**src/rtl/pipeline_stage_sequencer.sv**
```systemverilog
// N-stage pipeline write-enable sequencer: sequential or pipelined mode with stall, flush and halt.
// Optional perf counters are enabled by defining STAGE_SEQ_PERF_COUNTERS_EN.
module pipeline_stage_sequencer #(
   parameter int NUM_STAGES        = 5,
   parameter int MEM_STAGE         = 3,
   parameter int WB_STAGE          = 4,
   parameter int RESET_HOLD_CYCLES = 2,
   parameter int CNT_WIDTH         = 32
) (
   input  logic                          clk,
   input  logic                          reset_n,
   input  logic                          mode,
   input  logic                          stall,
   input  logic                          flush,
   input  logic                          halt,
   output logic [NUM_STAGES-1:0]         stage_wren,
   output logic                          pc_wren,
   output logic                          ram_wren,
   output logic                          reg_wren,
   output logic                          stage_reset_n,
   output logic [$clog2(NUM_STAGES)-1:0] stage_idx,
   output logic                          instr_retire,
   output logic                          halted,
   output logic [CNT_WIDTH-1:0]          cycle_count,
   output logic [CNT_WIDTH-1:0]          retire_count
);
   localparam int IW = $clog2(NUM_STAGES);
   localparam int HW = (RESET_HOLD_CYCLES > 1) ? $clog2(RESET_HOLD_CYCLES) : 1;
   localparam logic [IW-1:0] LAST     = IW'(NUM_STAGES - 1);
   localparam logic [HW-1:0] HOLD_END = HW'(RESET_HOLD_CYCLES - 1);

   typedef enum logic [1:0] {S_HOLD, S_RUN, S_HALTED} state_t;

   state_t        state;
   logic [HW-1:0] hold_cnt;
   logic [IW-1:0] token;
   logic [IW-1:0] fill;
   logic          mode_q;
   logic          halt_pend;
   logic          rst_pend;

   logic running, boundary, halt_eff, take_halt, can_go, switch_seq, advance, mode_eff;

   // rst_pend marks the single stage_reset_n-low cycle that follows a flush or a pipe->seq switch.
   assign running    = (state == S_RUN) && !rst_pend;
   assign boundary   = mode_q || (token == '0);
   assign halt_eff   = halt_pend || halt;
   assign take_halt  = running && !flush && boundary && halt_eff && !stall;
   assign can_go     = running && !flush && !take_halt && !stall;
   assign switch_seq = can_go && boundary && mode_q && !mode;
   assign advance    = can_go && !switch_seq;
   assign mode_eff   = boundary ? mode : mode_q;

   always_comb begin
      stage_wren   = '0;
      pc_wren      = 1'b0;
      ram_wren     = 1'b0;
      reg_wren     = 1'b0;
      instr_retire = 1'b0;
      if (advance) begin
         if (mode_eff) begin
            stage_wren   = '1;
            pc_wren      = 1'b1;
            ram_wren     = 1'b1;
            reg_wren     = 1'b1;
            instr_retire = (fill == LAST);
         end else begin
            stage_wren   = NUM_STAGES'(1) << token;
            pc_wren      = (token == '0);
            ram_wren     = (token == IW'(MEM_STAGE));
            reg_wren     = (token == IW'(WB_STAGE));
            instr_retire = (token == IW'(WB_STAGE));
         end
      end
   end

   assign stage_reset_n = (state == S_HALTED) || ((state == S_RUN) && !rst_pend);
   assign halted        = (state == S_HALTED);
   assign stage_idx     = mode_q ? '0 : token;

   always_ff @(posedge clk or negedge reset_n) begin
      if (!reset_n) begin
         state     <= S_HOLD;
         hold_cnt  <= '0;
         token     <= '0;
         fill      <= '0;
         mode_q    <= 1'b0;
         halt_pend <= 1'b0;
         rst_pend  <= 1'b0;
      end else begin
         case (state)
            S_HOLD: begin
               halt_pend <= halt_pend | halt;
               if (hold_cnt == HOLD_END) state <= S_RUN;
               else                      hold_cnt <= hold_cnt + 1'b1;
            end
            S_RUN: begin
               halt_pend <= halt_pend | halt;
               rst_pend  <= 1'b0;
               if (rst_pend) begin
                  if (flush) rst_pend <= 1'b1;
               end else if (flush) begin
                  rst_pend <= 1'b1;
                  token    <= '0;
                  fill     <= '0;
               end else if (take_halt) begin
                  state <= S_HALTED;
               end else if (switch_seq) begin
                  rst_pend <= 1'b1;
                  token    <= '0;
                  fill     <= '0;
                  mode_q   <= 1'b0;
               end else if (advance) begin
                  mode_q <= mode_eff;
                  if (mode_eff) begin
                     token <= '0;
                     if (fill != LAST) fill <= fill + 1'b1;
                  end else begin
                     fill  <= '0;
                     token <= (token == LAST) ? '0 : token + 1'b1;
                  end
               end
            end
            default: ;
         endcase
      end
   end

`ifdef STAGE_SEQ_PERF_COUNTERS_EN
   logic [CNT_WIDTH-1:0] cyc_q;
   logic [CNT_WIDTH-1:0] ret_q;

   // Stalled RUN cycles count too; HALTED freezes both since neither condition can occur there.
   always_ff @(posedge clk or negedge reset_n) begin
      if (!reset_n) begin
         cyc_q <= '0;
         ret_q <= '0;
      end else begin
         if (state == S_RUN) cyc_q <= cyc_q + 1'b1;
         if (instr_retire)   ret_q <= ret_q + 1'b1;
      end
   end

   assign cycle_count  = cyc_q;
   assign retire_count = ret_q;
`else
   assign cycle_count  = '0;
   assign retire_count = '0;
`endif

endmodule
```
**config.mk**
```make
export PLATFORM = sky130hd
export DESIGN_NAME = pipeline_stage_sequencer
export DESIGN_NICKNAME = d
export VERILOG_FILES = /design/src/rtl/pipeline_stage_sequencer.sv
export SDC_FILE = /design/constraint.sdc
export NUM_CORES = 1
export LEC_CHECK = 0
export BUFFER_PORTS_ARGS = -buffer_cell sky130_fd_sc_hd__buf_2
export CAP_MARGIN = 20
export CORE_UTILIZATION = 45
export DETAILED_ROUTE_END_ITERATION = 10
export PLACE_DENSITY = 0.85
export SYNTH_ARGS = -nofsm -noshare
export SYNTH_HDL_FRONTEND = slang
export SYNTH_SLANG_ARGS = --single-unit
```
**constraint.sdc**
```tcl
create_clock -name clk -period 3.6 [get_ports clk]
set_clock_uncertainty 0.05 [all_clocks]
set_input_delay 0.54 -clock clk [delete_from_list [all_inputs] [get_ports clk]]
set_output_delay 0.54 -clock clk [all_outputs]
set_load 0.05 [all_outputs]
```
==> run summary, run 1 <==
Yosys warning count: 0
Fmax: 335.2 MHz
Total track usage: 0.1274
Crit path max-delay family: simple AND/OR/NAND/NOR gates
First-pass GRT wire length: 2.656 mm
Netlist cell types: 28
Die X: 54.89 um
Final Cycle Share: 0.8287
Logic pwr share: 0.570
Post-synthesis sequential area ratio: 0.2386
Die area: 3012 um2
Layout cells sized above 1: 0.1598
Critical Path AT: 2390 ps
Largest net degree at the start of global routing: 13
Top cells by area, synth: buf_4 40%, dfrtp_1 24%, ha_1 7.0%, a21oi_1 4.4%, nor2_1 3.9%
DR DRC count: 0
Initial DRC count: 11
Max stage delay on crit path: 450 ps
I/O pins: 84
Hold Path Class: input pin to async pin
CP Cell Sequence: or3b_1 > or3_4 > or3_1 > a21oi_1 > buf_2
Cell Int Power: 297.1 uW
Slew headroom: 0.4482
Wire per inst: 8.905 um
CP Class: flop to primary output
Worst vdd rail ir drop: 0.3487 mV
HPWL Detailed: 1.470 mm
CTS tree: yes
Final setup viols: 0
FP Rows: 18
Buf+Inv Stages, Crit Path: 1
# clock sinks: 12
Net Switching: 397.1 uW
Clock Tree Buf Depth: 2
Vias in the first global route: 642
Post-CTS setup buffers: 0
Clock network power share: 0.117
Final TNS setup: 0 ps
CP Max Fanout: 9
Switching portion of total power: 0.5720
Clock root cell: clkbuf_4
Post-synth top area cell: buf_4
Initial antenna violation count: 0
PD cells: 607.1 nW/um2
Period minus WS final: 2983 ps
#FFs+latches synth: 12
Mapped Avg Cell Area: 8.336 um2
Worst Tran Pin Value: 819.0 ps
First-pass iteration count of the detailed router: 4
Core footprint: 2567 um2
WP data required: 3010 ps
NumNets Final: 184
TritonCTS Buffers: 3
Max-slew violations: 0
Synthesized area: 1259 um2
Via density: 4.141
Clk slew on worst S/H paths: 70 ps
Routed vias: 824
Starting Density: 0.4903
Commonest non-fill, non-tap cell in the layout: conb_1
Setup WS post-layout: 616.6 ps
Antenna cell count: 0
Top cell type's share of synthesized area: 0.3996
P_leak: 0.6554 nW
P&R area growth vs syn: -9.145%
Crit path max-delay cell type: or3_1
H-tree levels: 1
ANT nets after route: 0
I/O Buffers: 19
Setup slack at placement: 904.2 ps
Resized cells post-CTS: 0
Routability congestion estimate from global placement: 0.7910
Max-cap violations: 0
Worst-skew pair later-pin latency: 270 ps
Outcome: finished, final reports clean
Fin. Hold Viols: 0
Synth Instances: 151
Setup crit end kind: primary output
RSZ-0062 raised after global routing: no
Flop pwr share: 0.314
Most frequent cells in the layout: 64 x conb_1, 19 x buf_2, 13 x nor2_1, 12 x dfrtp_1, 11 x a21oi_1
DIE HEIGHT: 54.89 um
Startpoint Class: flop
Gr ovfl total: 0
Total wire length: 1.772 mm
CTS Hold Bufs: 0
## metal layers
layer | track usage | up-vias | wire, um | part of all wire
met1 | 0.1529 | 376 | 734 | 0.41
met2 | 0.2028 | 48 | 876 | 0.49
met5 | 0 | - | 0 | 0
met3 | 0.03889 | 3 | 139 | 0.078
met4 | 0.06410 | 0 | 21 | 0.012
li1 | - | 397 | - | -
## logic make-up after synthesis
kind of cell | Yosys count | share of synthesized area
other | 1 | 0.002979
muxes | 3 | 0.02485
AOI/OAI and AO/OA | 24 | 0.1143
adders and majority gates | 7 | 0.06958
DFF | 12 | 0.2386
and+or+nand+nor | 27 | 0.1143
buffers and inverters | 77 | 0.4354
## path summary, 6_finish.rpt
path,from,endpoint,slack [ps],cells after the start
min in group clk,hold_cnt,hold_cnt,420,1
setup / recovery,state[0],reg_wren,620,5
hold / removal,reset_n,fill[0],80,1
hold reg to reg,hold_cnt,hold_cnt,420,1
setup reg to reg,token[0],fill[0],1410,6
max in group asynchronous,reset_n,halt_pend,3200,1
## synthesized netlist by cell type (all sizes together)
cell type and count:
a21o 1, a21oi 11, a22o 1, a31oi 2
buf 68, conb 1, dfrtp 12, ha 7
inv 9, mux2 1, mux2i 2, nand2 6
nand3b 1, nor2 13, nor2b 1, nor3 1
nor4b 1, o21ai 3, o21bai 1, o22a 1
o22ai 2, o31a 1, o31ai 1, or2 1
or3 2, or3b 1
## final cells by class
type,instances,area (um2)
repair buffers,20,102.6
flip-flops and latches,12,300.3
fillers,270,1424
inverters,9,33.78
well taps,30,37.54
multi-input cells,125,646.9
clock buffers,3,22.52
## power groups by stage
stage                     Combinational [mW]  Clock, mW  Sequential [mW]
after global routing                   0.435     0.0915            0.227
after floorplan                        0.403          0            0.210
after global placement                 0.389          0            0.218
final                                  0.396     0.0810            0.218
after CTS                              0.397     0.0846            0.217
after detailed placement               0.396          0            0.220
## metrics by stage
step / util / std cells / total power [mW] / hold slack (ps) / area (um2)
finish: 0.4454 / 199 / 0.6943 / 83.58 / 1144
global route: 0.4454 / 199 / 0.7533 / 84.96 / 1144
CTS: 0.4454 / 199 / 0.6987 / 89.60 / 1144
detailed placement: 0.4366 / 196 / 0.6164 / 385.1 / 1121
global placement: 0.4366 / 196 / 0.6072 / 378.7 / 1121
floorplan: - / 214 / 0.6127 / 194.4 / 1495
## flip-flops by register name, indices dropped and copies added, names as in the netlist
register   cells
hold_cnt       1
mode_q         1
token          3
rst_pend       1
fill           3
halt_pend      1
state          2
No activity file was read; power rests on OpenSTA's default activity.
==> inputs of run 2 (changes only) <==
--- a/config.mk
+++ b/config.mk
@@ -5,11 +5,12 @@
 export SDC_FILE = /design/constraint.sdc
 export NUM_CORES = 1
 export LEC_CHECK = 0
+export ABC_AREA = 1
 export BUFFER_PORTS_ARGS = -buffer_cell sky130_fd_sc_hd__buf_2
 export CAP_MARGIN = 20
-export CORE_UTILIZATION = 45
+export CORE_UTILIZATION = 39
 export DETAILED_ROUTE_END_ITERATION = 10
-export PLACE_DENSITY = 0.85
+export PLACE_DENSITY = 0.77
 export SYNTH_ARGS = -nofsm -noshare
 export SYNTH_HDL_FRONTEND = slang
 export SYNTH_SLANG_ARGS = --single-unit
==> constraint.sdc (replaced) <==
create_clock -name clk -period 2.44 [get_ports clk]
set_clock_uncertainty 0.05 [all_clocks]
set_input_delay 0.366 -clock clk [delete_from_list [all_inputs] [get_ports clk]]
set_output_delay 0.366 -clock clk [all_outputs]
set_load 0.05 [all_outputs]
==> run 2 against run 1 <==
Clock power is 100% higher; critical path type unchanged; largest cell class unchanged; area after synthesis is 7.7% higher; sequential power is 8% lower.
==> run summary, run 2 <==
Outcome: finished, final reports clean
I/O Buffers: 19 (unchanged)
Crit path max-delay cell type: dfrtp_1
Most common cell in the netlist: buf_4
Wire per inst: 8.024 um (-9.9%)
P&R area growth vs syn: 0.7387%
Max-cap violations: 0 (unchanged)
Setup crit end kind: primary output
NumNets Final: 213 (+16%)
ANT nets after route: 0 (unchanged)
Worst r2r src: token[1]
Register area: 300.3 um2 (unchanged)
Post-synthesis sequential area ratio: 0.2216 (-0.01696)
Initial antenna violation count: 0 (unchanged)
FP Rows: 21 (+3)
First-pass iteration count of the detailed router: 4 (unchanged)
Die X: 60.95 um (+11%)
Netlist cell types: 28 (unchanged)
Final TNS setup: 0 ps (unchanged)
Non-Filler Instances: 245 (+23%)
Fin. Hold Viols: 0 (unchanged)
Most used cell, CP: nand2_4
Via density: 3.873 (-6.5%)
Combinational family with the most area after synthesis: buffers and inverters
Post-synth top area cell: buf_4
Antenna cell count: 0 (unchanged)
Startpoint Class: flop
Number of flops mapped to enable cells by yosys: 0 (unchanged)
P_leak: 0.7797 nW (+19%)
Max stage delay on crit path: 390 ps (-60 ps)
Gr ovfl total: 0 (unchanged)
First-pass GRT wire length: 2.946 mm (+11%)
Top cells by area, synth: buf_4 37%, dfrtp_1 22%, ha_1 6.5%, nand2_1 5.0%, nor2_1 4.4%
Synth Instances: 176 (+17%)
HPWL Detailed: 1.492 mm (+1.5%)
Routability congestion estimate from global placement: 0.7954 (+0.56%)
Most frequent cells in the layout: 64 x conb_1, 18 x nand2_1, 15 x nor2_1, 14 x inv_1, 12 x dfrtp_1
Hold_sp: halt
Vias in the first global route: 712 (+11%)
Routed vias: 949 (+15%)
Post-Synth Simple-Gate Area: 0.2087 (+0.09437)
Final setup viols: 0 (unchanged)
CP Max Fanout: 8 (-1)
Die area: 3714 um2 (+23%)
WP data required: 2020 ps (-990 ps)
Post-synthesis xor/xnor area fraction: 0.006464 (+0.006464)
Ys async rst share: 1.000 (unchanged)
Synth Area in Compound Gates: 0.07756 (-0.03675)
Largest net degree at the start of global routing: 13 (unchanged)
Worst-skew pair later-pin latency: 280 ps (about the same)
Total track usage: 0.1072 (-0.02016)
Clock root cell: clkbuf_4
TritonCTS Buffers: 3 (unchanged)
Post-Synth Adder-Cell Area: 0.06464 (-0.004947)
# clock sinks: 12 (unchanged)
Tot Pwr: 602.8 uW (-13%)
Fmax: 429.1 MHz
Ys flop type: dfrtp_1
Synthesized area: 1355 um2 (+7.7%)
DIE HEIGHT: 60.95 um (+11%)
#FFs+latches synth: 12 (unchanged)
Final Cycle Share: 0.9552
Synth cell count leaders: 66 x buf_4, 18 x nand2_1, 16 x nor2_1
Design area: 1365 um2 (+19%)
PD cells: 441.6 nW/um2 (-27%)
CP Class: flop to primary output
I/O pins: 84 (unchanged)
Post-placement cell count: 237 (+21%)
Top cell type's share of synthesized area: 0.3657 (-0.03395)
Multi-input logic area: 749.5 um2 (+16%)
Period minus WS final: 2331 ps
Clock Tree Buf Depth: 2 (unchanged)
Instance area after placement: 1247 um2 (+11%)
Max-slew violations: 0 (unchanged)
H-tree levels: 1 (unchanged)
Mapped Avg Cell Area: 7.699 um2 (-7.6%)
Total wire length: 1.966 mm (+11%)
Final Util: 0.4091 (-0.03635)
Worst vdd rail ir drop: 0.1603 mV (-54%)
CTS tree: yes
DR DRC count: 0 (unchanged)
Initial DRC count: 35 (+24)
Critical Path AT: 1910 ps (-480 ps)
Crit path from: token[1]
Starting Density: 0.4061 (-0.08418)
Layout cells sized above 1: 0.2060 (+0.04627)
Hold Path Class: input pin to flop
Post-synthesis mux area share: 0 (-0.02485)
Yosys warning count: 0 (unchanged)
CP Cell Sequence: inv_1 > ha_4 > nand2_4 > nand2_4 > nand2_4 > nand2_2 > or2_4 > nor2_2 > buf_6
Commonest non-fill, non-tap cell in the layout: conb_1
Core footprint: 3337 um2 (+30%)
Number of fill cells: 350 (+30%)
Clk slew on worst S/H paths: 80 ps (about the same)
Largest regs: fill (3), token (3), state (2)
-- run 2: cell count changes in the layout (fill, tap and decap cells not counted), moves of 4 or more --
| cell | before | now |
|---|---|---|
| buf_4 | 1 | 9 |
| nand4_1 | 0 | 4 |
| inv_1 | 9 | 14 |
| nand3_1 | 0 | 6 |
| nand2_1 | 6 | 18 |
| buf_2 | 19 | 10 |
| a21oi_1 | 11 | 6 |
-- run 2: final cells by class --
class / instances / share of cell area
flip-flops and latches: 12 / 0.2200
inverters: 16 / 0.04400
multi-input cells: 144 / 0.5490
repair buffers: 23 / 0.1182
well taps: 46 / 0.04216
clock buffers: 4 / 0.02658
-- run 2: worst paths after layout --
| check | end | slack (ps) | depth (start not counted) |
|---|---|---|---|
| max | stage_wren[4] | 110 | 9 |
| min | halt_pend | 290 | 3 |
| max reg2reg | fill[2] | 820 | 10 |
| min reg2reg | halt_pend | 410 | 2 |
| max in group asynchronous | hold_cnt | 1680 | 2 |
| min in group asynchronous | rst_pend | 440 | 2 |
-- run 2: what timing repair did --
| item | in CTS | in global routing |
|---|---|---|
| hold buffers | 1 | 0 |
| hold endpoints to repair | 12 | 0 |
| gates resized for setup | 10 | 5 |
| buffers inserted | 0 | 3 |
| setup endpoints to repair | 9 | 9 |
-- run 2: through the flow --
stage,setup slack [ps],hold slack (ps)
6_report,109.4,289.3
3_3_place_gp,248.6,207.9
5_1_grt,-2.239,308.3
3_5_place_dp,187.1,212.8
4_1_cts,0.4652,285.3
2_1_floorplan,-62.57,20.41
-- run 2: worst max-delay path, delay by kind of cell (launching register included) --
kind | cells | cell delay, ps
buf+inv | 2 | 300
flops | 1 | 390
simple gates | 6 | 750
fa+ha+maj | 1 | 190
-- run 2: kinds of logic after synthesis --
family | Yosys count
AOI/OAI and AO/OA | 18
buffers and inverters | 83
other | 1
DFF | 12
and+or+nand+nor | 54
xor gates and xnor gates | 1
adders and majority gates | 7
-- run 2: routing by layer --
layer	vias up	share of wire	global-route usage
met2	51	0.48	0.1774
met3	5	0.066	0.03412
met1	424	0.43	0.1268
met4	0	0.019	0.04870
met5	-	0	0
li1	469	-	-
-- run 2: power by group --
| part | total (mW) | internal (mW) | switching, mW |
|---|---|---|---|
| sequential | 0.200 | 0.200 | 0.000284 |
| combinational | 0.239 | 0.00862 | 0.231 |
| clock | 0.163 | 0.0909 | 0.0725 |
| total | 0.603 | 0.299 | 0.304 |
